### config.mk
export PLATFORM = sky130hd
export DESIGN_NAME = ps2_move_decoder
export DESIGN_NICKNAME = d
export VERILOG_FILES = /design/src/rtl/ps2_move_decoder.sv
export SDC_FILE = /design/constraint.sdc
export NUM_CORES = 1
export LEC_CHECK = 0
export BUFFER_PORTS_ARGS = -buffer_cell sky130_fd_sc_hd__buf_2
export CORE_MARGIN = 4
export CORE_UTILIZATION = 49
export CTS_CLUSTER_DIAMETER = 50
export DETAILED_ROUTE_END_ITERATION = 8
export GPL_TIMING_DRIVEN = 1
export PLACE_DENSITY = 0.78
export SETUP_SLACK_MARGIN = 0.02
export SYNTH_ARGS = -nofsm -noshare
export SYNTH_HDL_FRONTEND = slang
export SYNTH_SLANG_ARGS = --single-unit
### constraint.sdc
create_clock -name iClock -period 2.4 [get_ports iClock]
set_input_delay 0.36 -clock iClock [delete_from_list [all_inputs] [get_ports iClock]]
set_output_delay 0.36 -clock iClock [all_outputs]
set_load 0.01 [all_outputs]
### src/rtl/ps2_move_decoder.sv
// PS/2 keyboard front end: conditions the raw PS/2 lines, frames bytes, decodes
// WASD / arrow make-break codes and drives held-level move requests.
module ps2_move_decoder #(
    parameter int CLOCK_FREQUENCY = 50000000,
    parameter int TIMEOUT_US      = 200,
    parameter int GLITCH_CYCLES   = 8
) (
    input  logic       iClock,
    input  logic       iResetn,
    input  logic       iPS2Clk,
    input  logic       iPS2Dat,
    output logic [7:0] oScanCode,
    output logic       oScanValid,
    output logic       oFrameErr,
    output logic       oForwardX,
    output logic       oBackX,
    output logic       oForwardY,
    output logic       oBackY
);
    localparam int TIMEOUT_CYCLES = CLOCK_FREQUENCY / 1000000 * TIMEOUT_US;
    localparam int WD_W           = $clog2(TIMEOUT_CYCLES + 1);
    localparam int GF_W           = $clog2(GLITCH_CYCLES + 1);

    typedef enum logic [1:0] {IDLE, DATA, PARITY, STOP} state_t;
    typedef enum logic [2:0] {K_W, K_A, K_S, K_D, K_UP, K_LEFT, K_DOWN, K_RIGHT} key_t;

    logic [1:0]      clk_sync, dat_sync;
    logic            clk_filt;
    logic [GF_W-1:0] gf_cnt;
    logic            differ, gf_flip, sample, dat;

    state_t          state, next_state;
    logic [2:0]      bit_cnt;
    logic [7:0]      shift;
    logic            parity_bit;
    logic [WD_W-1:0] wd_cnt;
    logic            timeout, frame_good, frame_bad;

    logic            ext, brk, hit;
    key_t            key;
    logic [7:0]      held;
    logic            fx, bx, fy, by;

    // Synchronizers and glitch filter idle high, matching an idle PS/2 bus.
    // NOTE: sequential state is always assigned with <= so every flop samples pre-edge values.
    always_ff @(posedge iClock or negedge iResetn) begin
        if (!iResetn) begin
            clk_sync <= 2'b11;
            dat_sync <= 2'b11;
        end else begin
            clk_sync <= {clk_sync[0], iPS2Clk};
            dat_sync <= {dat_sync[0], iPS2Dat};
        end
    end

    assign differ  = clk_sync[1] != clk_filt;
    assign gf_flip = differ && (gf_cnt == GF_W'(GLITCH_CYCLES - 1));
    assign sample  = gf_flip && clk_filt;
    assign dat     = dat_sync[1];

    always_ff @(posedge iClock or negedge iResetn) begin
        if (!iResetn) begin
            clk_filt <= 1'b1;
            gf_cnt   <= '0;
        end else if (!differ) begin
            gf_cnt   <= '0;
        end else if (gf_flip) begin
            gf_cnt   <= '0;
            clk_filt <= clk_sync[1];
        end else begin
            gf_cnt   <= gf_cnt + 1'b1;
        end
    end

    assign timeout = (state != IDLE) && !sample && (wd_cnt == WD_W'(TIMEOUT_CYCLES - 1));

    always_ff @(posedge iClock or negedge iResetn) begin
        if (!iResetn) state <= IDLE;
        else          state <= next_state;
    end

    // NOTE: each comb output gets a default first so no path can infer a latch.
    always_comb begin
        next_state = state;
        if (timeout) begin
            next_state = IDLE;
        end else if (sample) begin
            case (state)
                IDLE:    if (!dat) next_state = DATA;
                DATA:    if (bit_cnt == 3'd7) next_state = PARITY;
                PARITY:  next_state = STOP;
                STOP:    next_state = IDLE;
                default: next_state = IDLE;
            endcase
        end
    end

    always_comb begin
        frame_good = 1'b0;
        frame_bad  = timeout;
        if (state == STOP && sample) begin
            if (dat && ^{shift, parity_bit}) frame_good = 1'b1;
            else                             frame_bad  = 1'b1;
        end
    end

    always_ff @(posedge iClock or negedge iResetn) begin
        if (!iResetn) begin
            bit_cnt    <= '0;
            shift      <= '0;
            parity_bit <= 1'b0;
            wd_cnt     <= '0;
        end else begin
            if (state == IDLE || sample) wd_cnt <= '0;
            else                         wd_cnt <= wd_cnt + 1'b1;
            if (sample) begin
                case (state)
                    IDLE:   bit_cnt <= '0;
                    DATA: begin
                        shift   <= {dat, shift[7:1]};
                        bit_cnt <= bit_cnt + 3'd1;
                    end
                    PARITY: parity_bit <= dat;
                    default: ;
                endcase
            end
        end
    end

    always_comb begin
        hit = 1'b0;
        key = K_W;
        if (!ext) begin
            case (shift)
                8'h1D: begin hit = 1'b1; key = K_W; end
                8'h1C: begin hit = 1'b1; key = K_A; end
                8'h1B: begin hit = 1'b1; key = K_S; end
                8'h23: begin hit = 1'b1; key = K_D; end
                default: ;
            endcase
        end else begin
            case (shift)
                8'h75: begin hit = 1'b1; key = K_UP;    end
                8'h6B: begin hit = 1'b1; key = K_LEFT;  end
                8'h72: begin hit = 1'b1; key = K_DOWN;  end
                8'h74: begin hit = 1'b1; key = K_RIGHT; end
                default: ;
            endcase
        end
    end

    // A bad or timed-out frame may have swallowed the code a prefix referred to.
    always_ff @(posedge iClock or negedge iResetn) begin
        if (!iResetn) begin
            oScanCode  <= '0;
            oScanValid <= 1'b0;
            oFrameErr  <= 1'b0;
            ext        <= 1'b0;
            brk        <= 1'b0;
            held       <= '0;
        end else begin
            oScanValid <= frame_good;
            oFrameErr  <= frame_bad;
            if (frame_good) begin
                oScanCode <= shift;
                if (shift == 8'hE0) begin
                    ext <= 1'b1;
                end else if (shift == 8'hF0) begin
                    brk <= 1'b1;
                end else begin
                    if (hit) held[key] <= ~brk;
                    ext <= 1'b0;
                    brk <= 1'b0;
                end
            end else if (frame_bad) begin
                ext <= 1'b0;
                brk <= 1'b0;
            end
        end
    end

    assign fx = held[K_D] | held[K_RIGHT];
    assign bx = held[K_A] | held[K_LEFT];
    assign fy = held[K_S] | held[K_DOWN];
    assign by = held[K_W] | held[K_UP];

    always_ff @(posedge iClock or negedge iResetn) begin
        if (!iResetn) begin
            oForwardX <= 1'b0;
            oBackX    <= 1'b0;
            oForwardY <= 1'b0;
            oBackY    <= 1'b0;
        end else begin
            oForwardX <= fx & ~bx;
            oBackX    <= bx & ~fx;
            oForwardY <= fy & ~by;
            oBackY    <= by & ~fy;
        end
    end
endmodule

==> impl_metrics.env, run 1 <==
export IMPL_die_w_um=85.84
export IMPL_swShare=0.2223
export IMPL_gp_congestion=0.7598
export IMPL_grt_pass1_vias=2033
export IMPL_synth_cell_types=44
export IMPL_final_min_clock_period_ps=2126
export IMPL_io_pins=18
export IMPL_netSwitchingPower_mw=0.4471
export IMPL_syn_to_final_growth_pct=12.18
export IMPL_vias=1965
export IMPL_cts_buffers_inserted=9
export IMPL_diodes=0
export IMPL_syn_cell_area_um2=2969
export IMPL_finalHoldViolCount=0
export IMPL_synth_edf_count=0
export IMPL_end_kind="flop"
export IMPL_finClkSkew_ps=11.97
export IMPL_ctsHoldBuffers=0
export IMPL_core_um2=5886
export IMPL_drive_above_1_share=0.2318
export IMPL_mostFrequentLayoutCells="dfrtp_1 (56), nor2_1 (25), buf_2 (17), inv_1 (16), clkbuf_8 (12)"
export IMPL_fp_dieH_um=85.84
export IMPL_power_internal_mw=1.564
export IMPL_yosysSeqAreaShare=0.5162
export IMPL_powerDensity_nw_per_um2=603.8
export IMPL_grt_max_degree=62
export IMPL_fmax_mhz=470.3
export IMPL_placed_cell_area_um2=3149
export IMPL_cts_sink_count=61
export IMPL_io_buffers=17
export IMPL_relSlewSlack=0.5074
export IMPL_grt_pass1_wl_um=9356
export IMPL_finalCritPeriodShare=0.8859
export IMPL_drt_iter0_drc=106
export IMPL_dp_cells=348
export IMPL_cts_buffer_depth=2
export IMPL_tightestPinTransition_ps=738.8
export IMPL_drc=0
export IMPL_vdd_drop_max_mv=0.3852
export IMPL_synth_ff_type="dfrtp_1"
export IMPL_finalMaxSlewViolations=0
export IMPL_cts_htree_levels=3
export IMPL_pwr_share_clk=0.412
export IMPL_wirelength_um=5374
export IMPL_grtUsageTotal=0.1635
export IMPL_rsz0062_at_grt="false"
export IMPL_root_buffer="clkbuf_8"
export IMPL_min_path_type="input port to flop"
export IMPL_fp_row_count=28
export IMPL_fin_ws_ps=273.7
export IMPL_seqPwrFrac=0.543
export IMPL_worst_path_max_fanout=4
export IMPL_layout_commonest_cell="dfrtp_1"
export IMPL_syn_inst=258
export IMPL_syn_area_per_cell_um2=11.51
export IMPL_finalSetupViolCount=0
export IMPL_synthArstFlopShare=1.000
export IMPL_p_leak_nw=1.597
export IMPL_cts_setup_buffers=0
export IMPL_cp_required_ps=2660
export IMPL_wire_per_inst_um=14.76
export IMPL_p_comb_frac=0.044
export IMPL_clock_latency_ps=340
export IMPL_hpwl_um=3599
export IMPL_cp_data_arrival_time_ps=2380
export IMPL_ctsResizeCount=0
export IMPL_ys_warn_count=0
export IMPL_pre_cts_slack_ps=313.8
export IMPL_grt_overflow=0
export IMPL_timing_hold_ws_ps=120.1
export IMPL_tns_ps=0
export IMPL_path_clk_slew_ps=70
export IMPL_final_nets=297
export IMPL_vias_per_cell=5.398
export IMPL_ys_ff_latch=61
export IMPL_initial_core_util=0.5045
export IMPL_dr_pass1_iters=4
export IMPL_syn_nets=271
export IMPL_worst_setup_path_start_kind="flop"
export IMPL_cts_tree="yes"
export IMPL_antenna_found_initial=0
export IMPL_ant_nets=0
export IMPL_maxCapViolations=0
export IMPL_fillers=504
export IMPL_die_area_um2=7369
export IMPL_critPathKind="flop to flop"
export IMPL_finalInstanceArea_um2=3331
export IMPL_outcome="finished clean"
export IMPL_stdcell_count=364
## registers in the layout (all words and copies together) (netlist names), 2 cells and up
register / count
state: 2
held: 8
wd_cnt: 14
clk_sync: 2
dat_sync: 2
gf_cnt: 4
bit_cnt: 3
shift: 8
oScanCode: 8
## routing by layer
metal	vias to the layer above	global-route usage	share of wire
met2	44	0.2542	0.48
li1	944	-	-
met4	0	0.08633	0.026
met1	964	0.2095	0.46
met5	-	0	0
met3	13	0.04323	0.040
## path summary, 6_finish.rpt
| check | startpoint | end | slack (ps) | cells past startpoint |
|---|---|---|---|---|
| hold reg to reg | dat_sync[0] | dat_sync[1] | 350 | 0 |
| max in group asynchronous | iResetn | held[0] | 1750 | 2 |
| hold / removal | iPS2Clk | clk_sync[0] | 120 | 1 |
| setup reg to reg | shift[1] | held[2] | 270 | 5 |
| setup / recovery | shift[1] | held[2] | 270 | 5 |
| min in group asynchronous | iResetn | wd_cnt[12] | 180 | 2 |
## metrics by stage
step                power (mW)    util
floorplan                1.164       -
global placement         1.198  0.5351
detailed placement       1.203  0.5351
CTS                      2.044  0.5659
global route             2.106  0.5659
finish                   2.011  0.5659
## synthesized netlist by cell type (9+ instances only)
library cell  instances  area (µm²)
nand2_1              11       41.29
mux2_2                9       101.4
nand4_1               9       56.30
xnor2_1               9       78.83
nand3_1              11       55.05
nor2_1               25       93.84
dfrtp_1              56        1401
inv_1                16       60.06
ha_1                  9       112.6
xor2_1               10       87.58
## critical path, cell delays in order (launching register included)
cell     delay, ps
dfrtp_1        410
xor2_1         250
xnor3_2        540
xnor2_1        220
nor4_1         380
mux2i_1        230
## power groups by stage
stage	clock network [mW]	logic (mW)	registers [mW]
after floorplan	0	0.0595	1.10
after global placement	0	0.0886	1.11
after detailed placement	0	0.0927	1.11
after CTS	0.859	0.0930	1.09
after global routing	0.904	0.103	1.10
final	0.829	0.0894	1.09
## kinds of logic after synthesis
logic type	Yosys count	share of synthesized area
simple gates	96	0.1804
flops	61	0.5162
buf+inv	26	0.04003
mux	25	0.1016
xor+xnor	22	0.07881
compound gates	19	0.04509
fa+ha+maj	9	0.03793
## cell type report
type / count / area (µm²) / share of cell area
Multi-Input combinational cell: 171 / 1318 / 0.3956
Sequential cell: 61 / 1533 / 0.4602
Inverter: 16 / 60.06 / 0.01803
Clock inverter: 1 / 5.005 / 0.001503
Tap cell: 75 / 93.84 / 0.02817
Clock buffer: 15 / 176.4 / 0.05297
Timing Repair Buffer: 25 / 145.1 / 0.04358
(Power assumes the default switching activity.)
==> run 2: changes to the inputs <==
==> constraint.sdc (replaced) <==
create_clock -name iClock -period 2.6 [get_ports iClock]
set_input_delay 0.39 -clock iClock [delete_from_list [all_inputs] [get_ports iClock]]
set_output_delay 0.39 -clock iClock [all_outputs]
set_load 0.01 [all_outputs]
==> run 2 against run 1 <==
Critical path depth unchanged. Sequential power decreased by 7%. Clock power increased by 18%. Largest cell class unchanged. Largest power group unchanged. Highest routed layer unchanged. Hold slack got worse by 28 ps. Via count decreased by 2.2%. Sequential cell count unchanged. Power increased by 2.8%. Design area increased by 0.98%. Worst setup slack improved by 32 ps. Combinational power decreased by 8.4%. Routed wire length decreased by 7.9%. Fmax decreased by 7.3%.
==> impl_metrics.env, run 2 (synthesis gave the netlist of run 1 again) <==
export IMPL_outcome="finished clean"
export IMPL_final_min_clock_period_ps=2295
export IMPL_antenna_found_initial=0
export IMPL_fmax_mhz=435.8
export IMPL_critPathKind="flop to flop"
export IMPL_cts_setup_buffers=0
export IMPL_gp_congestion=0.8671
export IMPL_cts_sink_count=61
export IMPL_largest_register="wd_cnt"
export IMPL_r2r_start="shift[2]"
export IMPL_die_w_um=85.84
export IMPL_finalMaxSlewViolations=0
export IMPL_core_um2=5886
export IMPL_rsz0062_at_grt="false"
export IMPL_cpMaxStageDelayCell="xnor3_2"
export IMPL_fp_dieH_um=85.84
export IMPL_finalCritPeriodShare=0.8825
export IMPL_finalSetupViolCount=0
export IMPL_seqCellArea_um2=1533
export IMPL_finClkSkew_ps=10.54
export IMPL_root_buffer="clkbuf_8"
export IMPL_cp_data_arrival_time_ps=2520
export IMPL_cts_buffers_inserted=9
export IMPL_fillers=481
export IMPL_cp_required_ps=2820
export IMPL_path_cells="xor2_1 > xnor3_2 > xor2_4 > nand3_4 > mux2_4"
export IMPL_dr_pass1_iters=4
export IMPL_clock_latency_ps=340
export IMPL_reg2reg_to="oScanCode[2]"
export IMPL_io_pins=18
export IMPL_io_buffers=17
export IMPL_drt_iter0_drc=128
export IMPL_drive_above_1_share=0.2246
export IMPL_ant_nets=0
export IMPL_diodes=0
export IMPL_multiInputGateArea_um2=1318
export IMPL_vdd_drop_max_mv=0.3676
export IMPL_grt_pass1_vias=1894
export IMPL_crit_family="XOR/XNOR gates"
export IMPL_finalHoldViolCount=0
export IMPL_tns_ps=0
export IMPL_min_path_type="input port to asynchronous set/reset pin"
export IMPL_vias_per_cell=5.336
export IMPL_mostFrequentLayoutCells="dfrtp_1 (56), nor2_1 (25), buf_2 (17), inv_1 (16)"
export IMPL_grt_max_degree=32
export IMPL_ff2ff_setup_slack_ps=310
export IMPL_fp_row_count=28
export IMPL_wire_per_inst_um=13.76
export IMPL_final_nets=293
export IMPL_worst_setup_path_start_kind="flop"
export IMPL_cts_buffer_depth=2
export IMPL_maxCapViolations=0
export IMPL_grt_pass1_wl_um=8680
export IMPL_finalInstanceArea_um2=3363
export IMPL_initial_core_util=0.5045
export IMPL_powerDensity_nw_per_um2=614.9
export IMPL_largest_register_ffs=14
export IMPL_relSlewSlack=0.5457
export IMPL_die_area_um2=7369
export IMPL_cts_tree="yes"
export IMPL_path_clk_slew_ps=70
export IMPL_worst_path_buf_inv=0
export IMPL_layout_commonest_cell="dfrtp_1"
export IMPL_grtUsageTotal=0.1524
export IMPL_grt_overflow=0
export IMPL_tightestPinTransition_ps=681.4
export IMPL_critPathMaxStageDelay_ps=530
export IMPL_end_kind="flop"
export IMPL_vias=1921
export IMPL_worst_path_max_fanout=10
export IMPL_reg2reg_depth=5
export IMPL_wirelength_um=4952
export IMPL_ctsHoldBuffers=0
export IMPL_syn_to_final_growth_pct=13.27
export IMPL_cts_htree_levels=3
export IMPL_drc=0
export IMPL_hpwl_um=3602
export IMPL_p_leak_nw=1.603
export IMPL_placed_cell_area_um2=3132
export IMPL_ctsResizeCount=0
-- run 2: changes by cell type in the layout (fill, tap and decap cells not counted), sizes merged --
cell / delta
clkbuf: -4
bufinv: +3
buf: -4
clkinv: +1
-- run 2: report_power, final --
group | switching [mW] | internal [mW] | total (mW)
combinational | 0.0457 | 0.0362 | 0.0819
sequential | 0.0236 | 0.985 | 1.01
clock | 0.343 | 0.634 | 0.977
-- run 2: worst max path at each step --
stage          depth (start not counted)  slack [ps]     start      endpoint
2_1_floorplan                          6         500  shift[1]  oScanCode[3]
3_3_place_gp                           5         390  shift[2]  oScanCode[3]
3_5_place_dp                           5         320  shift[2]  oScanCode[6]
4_1_cts                                5         320  shift[2]  oScanCode[2]
5_1_grt                                5         180  shift[2]  oScanCode[2]
6_report                               5         310  shift[2]  oScanCode[2]
-- run 2: layout make-up --
type	count	area share
Timing Repair Buffer	21	0.03795
Clock inverter	5	0.02976
Tap cell	75	0.02790
Sequential cell	61	0.4557
Multi-Input combinational cell	171	0.3917
Clock buffer	11	0.03906
Inverter	16	0.01786
-- run 2: through the flow --
stage	instances	power (mW)	utilization	hold slack, ps	setup WS (ps)
finish	360	2.068	0.5714	91.84	305.4
CTS	360	2.098	0.5714	95.20	315.7
detailed placement	344	1.110	0.5321	349.8	322.2
floorplan	258	1.074	-	94.41	496.4
global route	360	2.153	0.5714	137.3	177.5
global placement	344	1.107	0.5321	345.7	393.1
-- run 2: per-layer routing --
| metal | vias up | wire length, µm | GRT usage |
|---|---|---|---|
| li1 | 942 | - | - |
| met1 | 939 | 2299 | 0.1985 |
| met2 | 31 | 2346 | 0.2345 |
| met3 | 9 | 176 | 0.03458 |
| met4 | 0 | 130 | 0.08633 |
| met5 | - | 0 | 0 |
